$ cat src/rtl/pc_fetch_controller_pkg.sv
// Shared types and constants for the instruction fetch controller:
// state encoding, default vectors and redirect-priority selection.
package pc_fetch_controller_pkg;

    localparam int          SIZE             = 32;
    localparam logic [31:0] RESET_VECTOR_DEF = 32'h0000_0000;
    localparam logic [31:0] EXC_VECTOR_DEF   = 32'h8000_0180;

    typedef enum logic [1:0] {
        FETCH = 2'd0,
        HOLD  = 2'd1,
        FLUSH = 2'd2
    } fetch_state_e;

    typedef enum logic [1:0] {
        REDIR_NONE   = 2'd0,
        REDIR_BRANCH = 2'd1,
        REDIR_JUMP   = 2'd2,
        REDIR_EXC    = 2'd3
    } redir_sel_e;

    // Exception beats jump, jump beats branch.
    function automatic redir_sel_e redirSelect(input logic exc, input logic jmp, input logic br);
        if (exc)      return REDIR_EXC;
        else if (jmp) return REDIR_JUMP;
        else if (br)  return REDIR_BRANCH;
        else          return REDIR_NONE;
    endfunction

    function automatic logic [31:0] alignWord(input logic [31:0] addr);
        return {addr[31:2], 2'b00};
    endfunction

endpackage

$ cat src/rtl/pc_fetch_controller_if.sv
// Fetch-side bundle: redirect controls, instruction memory port and the
// IF/ID hand-off. The controller uses master; its environment uses slave.
interface pc_fetch_controller_if;
    import pc_fetch_controller_pkg::*;

    logic            stall;
    logic            branch_taken;
    logic [SIZE-1:0] branch_target;
    logic            jump;
    logic [SIZE-1:0] jump_target;
    logic            exception;
    logic            imem_req;
    logic [SIZE-1:0] imem_addr;
    logic            imem_ready;
    logic [SIZE-1:0] imem_rdata;
    logic            instr_valid;
    logic [SIZE-1:0] instr;
    logic [SIZE-1:0] instr_pc;
    logic [SIZE-1:0] pc_plus4;

    modport master (
        input  stall, branch_taken, branch_target, jump, jump_target, exception,
        input  imem_ready, imem_rdata,
        output imem_req, imem_addr, instr_valid, instr, instr_pc, pc_plus4
    );

    modport slave (
        output stall, branch_taken, branch_target, jump, jump_target, exception,
        output imem_ready, imem_rdata,
        input  imem_req, imem_addr, instr_valid, instr, instr_pc, pc_plus4
    );

endinterface

$ cat src/rtl/pc_fetch_controller_pc_incr.sv
// Word-step incrementer; wraps modulo 2^SIZE with no carry out.
module pc_incr #(
    parameter int SIZE = 32
) (
    input  logic [SIZE-1:0] in_i,
    output logic [SIZE-1:0] out_o
);

    assign out_o = in_i + SIZE'(4);

endmodule

$ cat src/rtl/pc_fetch_controller.sv
// Instruction fetch sequencer: owns the PC, issues one outstanding imem
// request at a time, holds the fetched word for decode and applies redirects.
module pc_fetch_controller
    import pc_fetch_controller_pkg::*;
#(
    parameter int          SIZE         = 32,
    parameter logic [31:0] RESET_VECTOR = RESET_VECTOR_DEF,
    parameter logic [31:0] EXC_VECTOR   = EXC_VECTOR_DEF
) (
    input  logic                    clk,
    input  logic                    rst_n,
    pc_fetch_controller_if.master   fif
);

    fetch_state_e    state_q, state_d;
    logic [SIZE-1:0] pc_q, pc_d;
    logic [SIZE-1:0] pend_q, pend_d;
    logic [SIZE-1:0] instr_q, instr_d;
    logic [SIZE-1:0] ipc_q, ipc_d;
    logic            req_q, req_d;

    logic [SIZE-1:0] pcNext;
    logic [SIZE-1:0] pcPlus4;
    logic [SIZE-1:0] target;
    redir_sel_e      redirSel;
    logic            redirect;
    logic            memAck;

    pc_incr #(.SIZE(SIZE)) u_next_pc (.in_i(pc_q),  .out_o(pcNext));
    pc_incr #(.SIZE(SIZE)) u_link_pc (.in_i(ipc_q), .out_o(pcPlus4));

    assign redirSel = redirSelect(fif.exception, fif.jump, fif.branch_taken);
    assign redirect = (redirSel != REDIR_NONE);

    always_comb begin
        target = '0;
        case (redirSel)
            REDIR_EXC:    target = alignWord(EXC_VECTOR);
            REDIR_JUMP:   target = alignWord(fif.jump_target);
            REDIR_BRANCH: target = alignWord(fif.branch_target);
            default:      target = '0;
        endcase
    end

    // A response only counts while our request is actually on the bus.
    assign memAck = fif.imem_ready & req_q;

    always_comb begin
        state_d = state_q;
        pc_d    = pc_q;
        pend_d  = pend_q;
        instr_d = instr_q;
        ipc_d   = ipc_q;
        case (state_q)
            FETCH: begin
                if (memAck && !redirect) begin
                    instr_d = fif.imem_rdata;
                    ipc_d   = pc_q;
                    pc_d    = pcNext;
                    state_d = HOLD;
                end else if (memAck) begin
                    pc_d = target;
                end else if (redirect) begin
                    // Nothing in flight yet (first cycle out of reset): retarget directly.
                    if (req_q) begin
                        pend_d  = target;
                        state_d = FLUSH;
                    end else begin
                        pc_d = target;
                    end
                end
            end
            HOLD: begin
                if (redirect) begin
                    pc_d    = target;
                    state_d = FETCH;
                end else if (!fif.stall) begin
                    state_d = FETCH;
                end
            end
            FLUSH: begin
                if (redirect) begin
                    pend_d = target;
                end
                if (memAck) begin
                    pc_d    = redirect ? target : pend_q;
                    state_d = FETCH;
                end
            end
            default: state_d = FETCH;
        endcase
        req_d = (state_d != HOLD);
    end

    always_ff @(posedge clk) begin
        if (!rst_n) begin
            state_q <= FETCH;
            pc_q    <= RESET_VECTOR;
            pend_q  <= '0;
            instr_q <= '0;
            ipc_q   <= '0;
            req_q   <= 1'b0;
        end else begin
            state_q <= state_d;
            pc_q    <= pc_d;
            pend_q  <= pend_d;
            instr_q <= instr_d;
            ipc_q   <= ipc_d;
            req_q   <= req_d;
        end
    end

    assign fif.imem_req    = req_q;
    assign fif.imem_addr   = pc_q;
    assign fif.instr_valid = (state_q == HOLD);
    assign fif.instr       = instr_q;
    assign fif.instr_pc    = ipc_q;
    assign fif.pc_plus4    = pcPlus4;

endmodule

$ cat src/flat_wrapper.sv
// flat-port wrapper written by rule: the top's interface ports become plain ports
module pc_fetch_controller_flat import pc_fetch_controller_pkg::*;
#(
    parameter int          SIZE         = 32,
    parameter logic [31:0] RESET_VECTOR = RESET_VECTOR_DEF,
    parameter logic [31:0] EXC_VECTOR   = EXC_VECTOR_DEF
)
  (clk, rst_n, fif_stall, fif_branch_taken, fif_branch_target, fif_jump, fif_jump_target, fif_exception, fif_imem_ready, fif_imem_rdata, fif_imem_req, fif_imem_addr, fif_instr_valid, fif_instr, fif_instr_pc, fif_pc_plus4);
  pc_fetch_controller_if fif_i ();
  input  logic clk;
  input  logic rst_n;
  input wire logic [$bits(fif_i.stall)-1:0] fif_stall;
  input wire logic [$bits(fif_i.branch_taken)-1:0] fif_branch_taken;
  input wire logic [$bits(fif_i.branch_target)-1:0] fif_branch_target;
  input wire logic [$bits(fif_i.jump)-1:0] fif_jump;
  input wire logic [$bits(fif_i.jump_target)-1:0] fif_jump_target;
  input wire logic [$bits(fif_i.exception)-1:0] fif_exception;
  input wire logic [$bits(fif_i.imem_ready)-1:0] fif_imem_ready;
  input wire logic [$bits(fif_i.imem_rdata)-1:0] fif_imem_rdata;
  output wire logic [$bits(fif_i.imem_req)-1:0] fif_imem_req;
  output wire logic [$bits(fif_i.imem_addr)-1:0] fif_imem_addr;
  output wire logic [$bits(fif_i.instr_valid)-1:0] fif_instr_valid;
  output wire logic [$bits(fif_i.instr)-1:0] fif_instr;
  output wire logic [$bits(fif_i.instr_pc)-1:0] fif_instr_pc;
  output wire logic [$bits(fif_i.pc_plus4)-1:0] fif_pc_plus4;
  assign fif_i.stall = fif_stall;
  assign fif_i.branch_taken = fif_branch_taken;
  assign fif_i.branch_target = fif_branch_target;
  assign fif_i.jump = fif_jump;
  assign fif_i.jump_target = fif_jump_target;
  assign fif_i.exception = fif_exception;
  assign fif_i.imem_ready = fif_imem_ready;
  assign fif_i.imem_rdata = fif_imem_rdata;
  assign fif_imem_req = fif_i.imem_req;
  assign fif_imem_addr = fif_i.imem_addr;
  assign fif_instr_valid = fif_i.instr_valid;
  assign fif_instr = fif_i.instr;
  assign fif_instr_pc = fif_i.instr_pc;
  assign fif_pc_plus4 = fif_i.pc_plus4;
  pc_fetch_controller #(.SIZE(SIZE), .RESET_VECTOR(RESET_VECTOR), .EXC_VECTOR(EXC_VECTOR)) u_core (.clk(clk), .rst_n(rst_n), .fif(fif_i));
endmodule
$ cat config.mk
export PLATFORM = sky130hd
export DESIGN_NAME = pc_fetch_controller_flat
export DESIGN_NICKNAME = d
export VERILOG_FILES = /design/src/rtl/pc_fetch_controller_pkg.sv /design/src/rtl/pc_fetch_controller_if.sv /design/src/rtl/pc_fetch_controller_pc_incr.sv /design/src/rtl/pc_fetch_controller.sv /design/src/flat_wrapper.sv
export SDC_FILE = /design/constraint.sdc
export NUM_CORES = 1
export LEC_CHECK = 0
export CORE_ASPECT_RATIO = 0.75
export CORE_UTILIZATION = 35
export CTS_BUF_LIST = sky130_fd_sc_hd__clkbuf_8
export DETAILED_ROUTE_END_ITERATION = 8
export GPL_TIMING_DRIVEN = 0
export HOLD_SLACK_MARGIN = 0.06
export SETUP_SLACK_MARGIN = 0.3
export SLEW_MARGIN = 20
export SYNTH_ARGS = -nofsm -noshare
export SYNTH_HDL_FRONTEND = slang
export SYNTH_SLANG_ARGS = --single-unit
export TNS_END_PERCENT = 50
$ cat constraint.sdc
create_clock -name clk -period 2.67 [get_ports clk]
set_clock_uncertainty 0.2 [all_clocks]
set_input_delay 0.534 -clock clk [delete_from_list [all_inputs] [get_ports clk]]
set_output_delay 0.534 -clock clk [all_outputs]
set_load 0.01 [all_outputs]
==> reports/metrics.json, run 1 <==
{
  "run_status": "finished with violations",
  "failed_checks": "negative setup slack",
  "final_core_area_utilization_pct": 55.35,
  "syn2layout_area_growth_pct": 54.63,
  "final.setup.worst_slack_ns": -0.3662,
  "wire_length_of_the_first_global_routing_pass_mm": 43.41,
  "drt.antenna.violating_nets": 0,
  "drv_cap": 0,
  "critPathKind": "reg2out",
  "total_number_of_vias": 8408,
  "power.internal_w": 0.003608,
  "synth_most_common_cell": "nand2_1",
  "power_frac_seq_pct": 41.2,
  "die_h_microns": 126.7,
  "detailed_place_hpwl_mm": 20.67,
  "critPathRequiredTime_ns": 1.94,
  "worst_ep_arrival_time_ns": 2.30,
  "netlist.area_leader.share_pct": 36.14,
  "drt_first_pass_iters": 6,
  "worstSkewPairLatency_ns": 0.45,
  "globalRouteOverflowTotal": 0,
  "holdCritPathClass": "in2reg",
  "cts_h_tree_depth": 4,
  "overall_track_demand_over_capacity_in_global_routing_pct": 26.21,
  "globalplace.congestion": 0.9081,
  "p_leak_nw": 4.190,
  "antenna_found_initial": 0,
  "cts_inserted_buffers": 17,
  "holdBufCountCts": 0,
  "drc": 0,
  "syn-mean-instance-area_sq_um": 7.582,
  "power.switching_w": 0.001604,
  "share_of_cells_above_drive_strength_1_pct": 20.89,
  "cts_sinks": 131,
  "via_count_of_the_first_global_routing_pass": 7758,
  "crit_path_max_fanout": 5,
  "final.min_clock_period_ns": 3.036,
  "floorplan.initialDensity_pct": 35.80,
  "insertedDiodeCount": 0,
  "power.clock.fraction_pct": 36.3,
  "final_min_period_over_clock_period_pct": 113.7,
  "row_count": 45,
  "critPathLaunchType": "register",
  "ys_async_sr_fraction_pct": 0,
  "netlist_top_cells_area": "dfxtp_1 (36%), nand2_1 (11%), a21oi_1 (8.3%), nor2_1 (3.2%), a22oi_1 (3.0%)",
  "placed_cell_area_sq_um": 9920,
  "worst-slew-pin-transition_ns": 0.8457,
  "report.final.setup_viol": 21,
  "postRouteWirelength_mm": 28.60,
  "yosysWarnings": 0,
  "max_freq_ghz": 0.3294,
  "final_max_tran_viols": 0,
  "cts_root_buf": "clkbuf_8",
  "post_synth_num_cell_types": 73,
  "die-area_sq_um": 21320,
  "drt_first_iter_violations": 729,
  "power_frac_comb_pct": 22.4,
  "detail_route.wl_per_cell_microns": 18.91,
  "rsz0062_at_grt": "true",
  "core_sq_um": 20270,
  "worst_slew_margin_rel_pct": 43.62,
  "fin_area_sq_um": 11220,
  "clockBufferDepth": 2,
  "final-hold-violation-count": 0,
  "tritoncts": "done",
  "synth.top_cells.by_count": "nand2_1 (213), dfxtp_1 (131), a21oi_1 (121)",
  "syn_area_sq_um": 7256,
  "vias_per_cell": 5.561,
  "p_per_area_nw_per_um2": 464.5,
  "switching_fraction_of_total_power_pct": 30.78,
  "clkTransAtPathRegs_ns": 0.08,
  "max-vdd-ir-drop_uv": 346.9,
  "netlist.top_cell.by_area": "dfxtp_1",
  "synth.net_count": 1066,
  "numPortBuffers": 225,
  "synth_enable_flop_cells": 0,
  "place_worst_setup_slack_ns": -0.7186,
  "register_area_sq_um": 2684,
  "num_io_pins": 233,
  "yosys_register_bits": 131,
  "synthFlopType": "dfxtp_1",
  "num-nets-final": 1350,
  "timing.critical_path.to_type": "primary output",
  "grt_max_degree": 17,
  "multi_input_comb_area_sq_um": 4642,
  "synth.yosys.seq_area_share_pct": 36.14,
  "fill_cells": 1963,
  "die_width_microns": 168.3,
  "post_synth_inst_count": 957
}
## layout by cell type, fill, tap and decap left out, types with 13 or more instances in the layout
cell	count
dfxtp_1	102
buf_4	34
clkdlybuf4s50_1	196
and3_1	15
xor2_1	13
a21oi_1	120
nand3_1	20
clkbuf_1	17
clkbuf_8	22
o21ai_0	28
nand2_1	209
a22oi_1	29
nand3b_1	20
buf_6	19
dfxtp_2	19
buf_2	38
nor2_1	53
## metrics by stage
step	hold slack [ns]	std cells	power, W	TNS [ns]
global placement	0.2414	1440	0.003197	-71.40
global route	0.2168	1512	0.005419	-6.933
finish	0.2463	1512	0.005211	-4.332
floorplan	0.2364	957	0.002687	0
detailed placement	0.2467	1440	0.003201	-71.92
CTS	0.2193	1494	0.005120	-3.671
## worst max-delay path: stages (launching register included)
cell and delay [ns]:
dfxtp_4 0.38, ha_4 0.15, nand3_4 0.07, or3_4 0.36, nor3_4 0.20, buf_12 0.13
buf_6 0.08, nand4_1 0.15, xnor2_2 0.18, buf_2 0.15
## power by group through the flow
stage / Clock, W / Combinational, W / Sequential (W)
2_1_floorplan: 0 / 0.000508 / 0.00218
3_3_place_gp: 0 / 0.00101 / 0.00219
3_5_place_dp: 0 / 0.00101 / 0.00219
4_1_cts: 0.00191 / 0.00107 / 0.00214
5_1_grt: 0.00201 / 0.00125 / 0.00216
6_report: 0.00189 / 0.00117 / 0.00215
## state kept, by name, summed over array words and instances, names as in the netlist
signal,cells
u_core.fif.instr,32
u_core.pend_q,32
u_core.state_q,2
u_core.fif.imem_addr,32
u_core.fif.imem_req,1
u_core.fif.instr_pc,32
## worst paths after layout
kind,from,to,slack (ns),cells past startpoint
max,u_core.fif.instr_pc[3],fif_pc_plus4[26],-0.37,9
min,rst_n,u_core.fif.imem_addr[18],0.25,2
max reg2reg,u_core.fif.imem_addr[9],u_core.fif.imem_addr[28],0.30,6
min reg2reg,u_core.fif.instr[3],u_core.fif.instr[3],0.25,2
## final cells by class
cell class | count | share of cell area [%]
Buffer | 80 | 4.985
Clock buffer | 18 | 2.208
Clock inverter | 14 | 1.662
Inverter | 13 | 0.4907
Multi-Input combinational cell | 733 | 41.37
Sequential cell | 131 | 23.92
Tap cell | 258 | 2.877
Timing Repair Buffer | 265 | 22.48
## logic make-up (layout without fill, tap and decap cells)
| logic type | Yosys count | after routing | share of synthesized area [%] |
|---|---|---|---|
| flip-flops | 131 | 131 | 36.14 |
| AO/OA/AOI/OAI | 272 | 272 | 24.07 |
| buffers and inverters | 93 | 390 | 6.639 |
| AND/OR/NAND/NOR | 420 | 420 | 27.83 |
| multiplexers | 2 | 2 | 0.2931 |
| XOR/XNOR | 33 | 33 | 3.983 |
| adder cells (fa/ha/maj) | 6 | 6 | 1.035 |
## routing by layer
layer | share of wire, % | track usage, % | vias up
met3 | 9.9 | 7.769 | 45
met5 | 0 | 0 | -
li1 | - | - | 4018
met1 | 45 | 36.51 | 3957
met4 | 1.2 | 4.599 | 0
met2 | 44 | 40.30 | 388
## repair_timing
item,in CTS,in global routing
pin swaps,19,17
gates resized for setup,202,107
buffers inserted,22,17
gates cloned,0,1
endpoints found under the setup margin,158,154
Note: power is estimated with default switching activity, not from simulation.
==> run 2: changes to the inputs <==
--- a/config.mk
+++ b/config.mk
@@ -5,7 +5,8 @@
 export SDC_FILE = /design/constraint.sdc
 export NUM_CORES = 1
 export LEC_CHECK = 0
-export CORE_ASPECT_RATIO = 0.75
+export CAP_MARGIN = 20
+export CORE_ASPECT_RATIO = 1.2
 export CORE_UTILIZATION = 35
 export CTS_BUF_LIST = sky130_fd_sc_hd__clkbuf_8
 export DETAILED_ROUTE_END_ITERATION = 8
==> reports/metrics.json, run 2 (synthesized netlist as in run 1, its figures left out) <==
{
  "detail_route.wl_per_cell_microns": 18.05,
  "num-nets-final": 1352,
  "overall_track_demand_over_capacity_in_global_routing_pct": 25.16,
  "vias_per_cell": 5.442,
  "final.setup.worst_slack_ns": -0.3491,
  "drt_first_pass_iters": 5,
  "antenna_found_initial": 0,
  "worst-slew-pin-transition_ns": 0.6956,
  "drv_cap": 0,
  "tritoncts": "done",
  "core_sq_um": 20250,
  "postRouteWirelength_mm": 27.45,
  "reg2regPathDepth": 7,
  "numPortBuffers": 225,
  "final_max_tran_viols": 0,
  "worst_slew_margin_rel_pct": 53.63,
  "crit_chain": "ha_4 > nand3_4 > or3_4 > nor3_4 > buf_12 > buf_6 > nand4_1 > xnor2_2 > buf_2",
  "hold_path.startpoint": "rst_n",
  "kind_of_cell_adding_the_most_delay_to_the_critical_path": "simple AND/OR/NAND/NOR gates",
  "globalRouteOverflowTotal": 0,
  "p_leak_nw": 4.194,
  "critPathKind": "reg2out",
  "die_width_microns": 133.4,
  "timing.critical_path.to_type": "primary output",
  "grt_max_degree": 17,
  "drt.antenna.violating_nets": 0,
  "final_common_cell": "nand2_1",
  "die-area_sq_um": 21310,
  "max_freq_ghz": 0.3312,
  "crit_path_max_fanout": 5,
  "floorplan.initialDensity_pct": 35.82,
  "final_min_period_over_clock_period_pct": 113.1,
  "critPathLaunchType": "register",
  "insertedDiodeCount": 0,
  "timing.critical_path.slowest_stage_cell": "or3_4",
  "path_depth": 9,
  "worstSkewPairLatency_ns": 0.45,
  "final_core_area_utilization_pct": 55.49,
  "globalplace.congestion": 0.8847,
  "fin_cells": 1521,
  "num_io_pins": 233,
  "critical_path.reg2reg.startpoint": "u_core.fif.imem_addr[2]",
  "failed_checks": "negative setup slack",
  "report.final.setup_viol": 14,
  "run_status": "finished with violations",
  "worstPathBufferInverterCount": 3,
  "via_count_of_the_first_global_routing_pass": 7707,
  "hold-path-cell-count": 2,
  "cts_sinks": 131,
  "final_cell_mix": "nand2_1 (207), clkdlybuf4s50_1 (194), a21oi_1 (120)",
  "max-vdd-ir-drop_uv": 333.6,
  "final-hold-violation-count": 0,
  "detailed_place_hpwl_mm": 20.36,
  "clockBufferDepth": 2,
  "p_per_area_nw_per_um2": 464.3,
  "cts_h_tree_depth": 4,
  "holdBufCountCts": 0,
  "critPathRequiredTime_ns": 1.94,
  "row_count": 57,
  "rsz0062_at_grt": "true",
  "clkTransAtPathRegs_ns": 0.09,
  "worst_ep_arrival_time_ns": 2.29,
  "die_h_microns": 159.7,
  "drt_first_iter_violations": 661,
  "total_number_of_vias": 8278,
  "cts_root_buf": "clkbuf_8",
  "cts_inserted_buffers": 17,
  "drc": 0,
  "timing.critical_path.from": "u_core.fif.instr_pc[2]",
  "wire_length_of_the_first_global_routing_pass_mm": 42.41,
  "critPathMaxStageDelay_ns": 0.42,
  "share_of_cells_above_drive_strength_1_pct": 22.13,
  "holdCritPathClass": "in2reg",
  "post-place-cells": 1447,
  "final.min_clock_period_ns": 3.019,
  "syn2layout_area_growth_pct": 54.91
}
==> run 2: area by class of cell <==
type,count,area [sq um]
plain buffers,80,549.3
clock buffers,17,234.0
clock inverters,15,205.2
fillers,1973,9015
inverters,13,57.56
multi-input cells,733,4682
flip-flops and latches,131,2686
well taps,265,331.6
repair buffers,267,2494
==> run 2: layer usage <==
layer  vias up  share of wire (%)  routed length, microns  global-route usage [%]
li1       4005                  -                       -                       -
met1      3852                 42                   11630                   32.01
met2       368                 48                   13260                   42.61
met3        53                6.7                    1842                   4.286
met4         0                2.6                     713                   8.729
met5         -                  0                       0                       0
==> run 2: final timing paths <==
| path | to | slack (ns) |
|---|---|---|
| setup / recovery | fif_pc_plus4[28] | -0.35 |
| hold reg to reg | u_core.fif.instr[24] | 0.26 |
| setup reg to reg | u_core.fif.imem_addr[28] | 0.35 |
| hold / removal | u_core.fif.imem_addr[3] | 0.24 |
==> run 2: repair_timing <==
action	4_1_cts	5_1_grt
pin swaps	21	18
setup endpoints to repair	158	145
hold endpoints to repair	0	0
setup buffers	30	12
gates cloned	0	0
resized for setup	218	103
==> run 2: through the flow <==
stage	worst slack (ns)	TNS [ns]	power, W	area (sq um)	hold WS (ns)
global placement	-0.6859	-72.68	0.003197	9928	0.2419
finish	-0.3491	-2.736	0.005219	11240	0.2409
floorplan	0.2485	0	0.002687	7345	0.2364
global route	-0.4410	-4.589	0.005397	11240	0.2275
detailed placement	-0.6632	-71.18	0.003198	9928	0.2461
CTS	-0.3893	-3.074	0.005169	10900	0.2291
==> run 2: report_power, final <==
part | internal, W | total [W] | switching [W]
Sequential | 0.00203 | 0.00215 | 0.000118
Clock | 0.00103 | 0.00190 | 0.000878
Combinational | 0.000550 | 0.00117 | 0.000619
Total | 0.00360 | 0.00522 | 0.00161
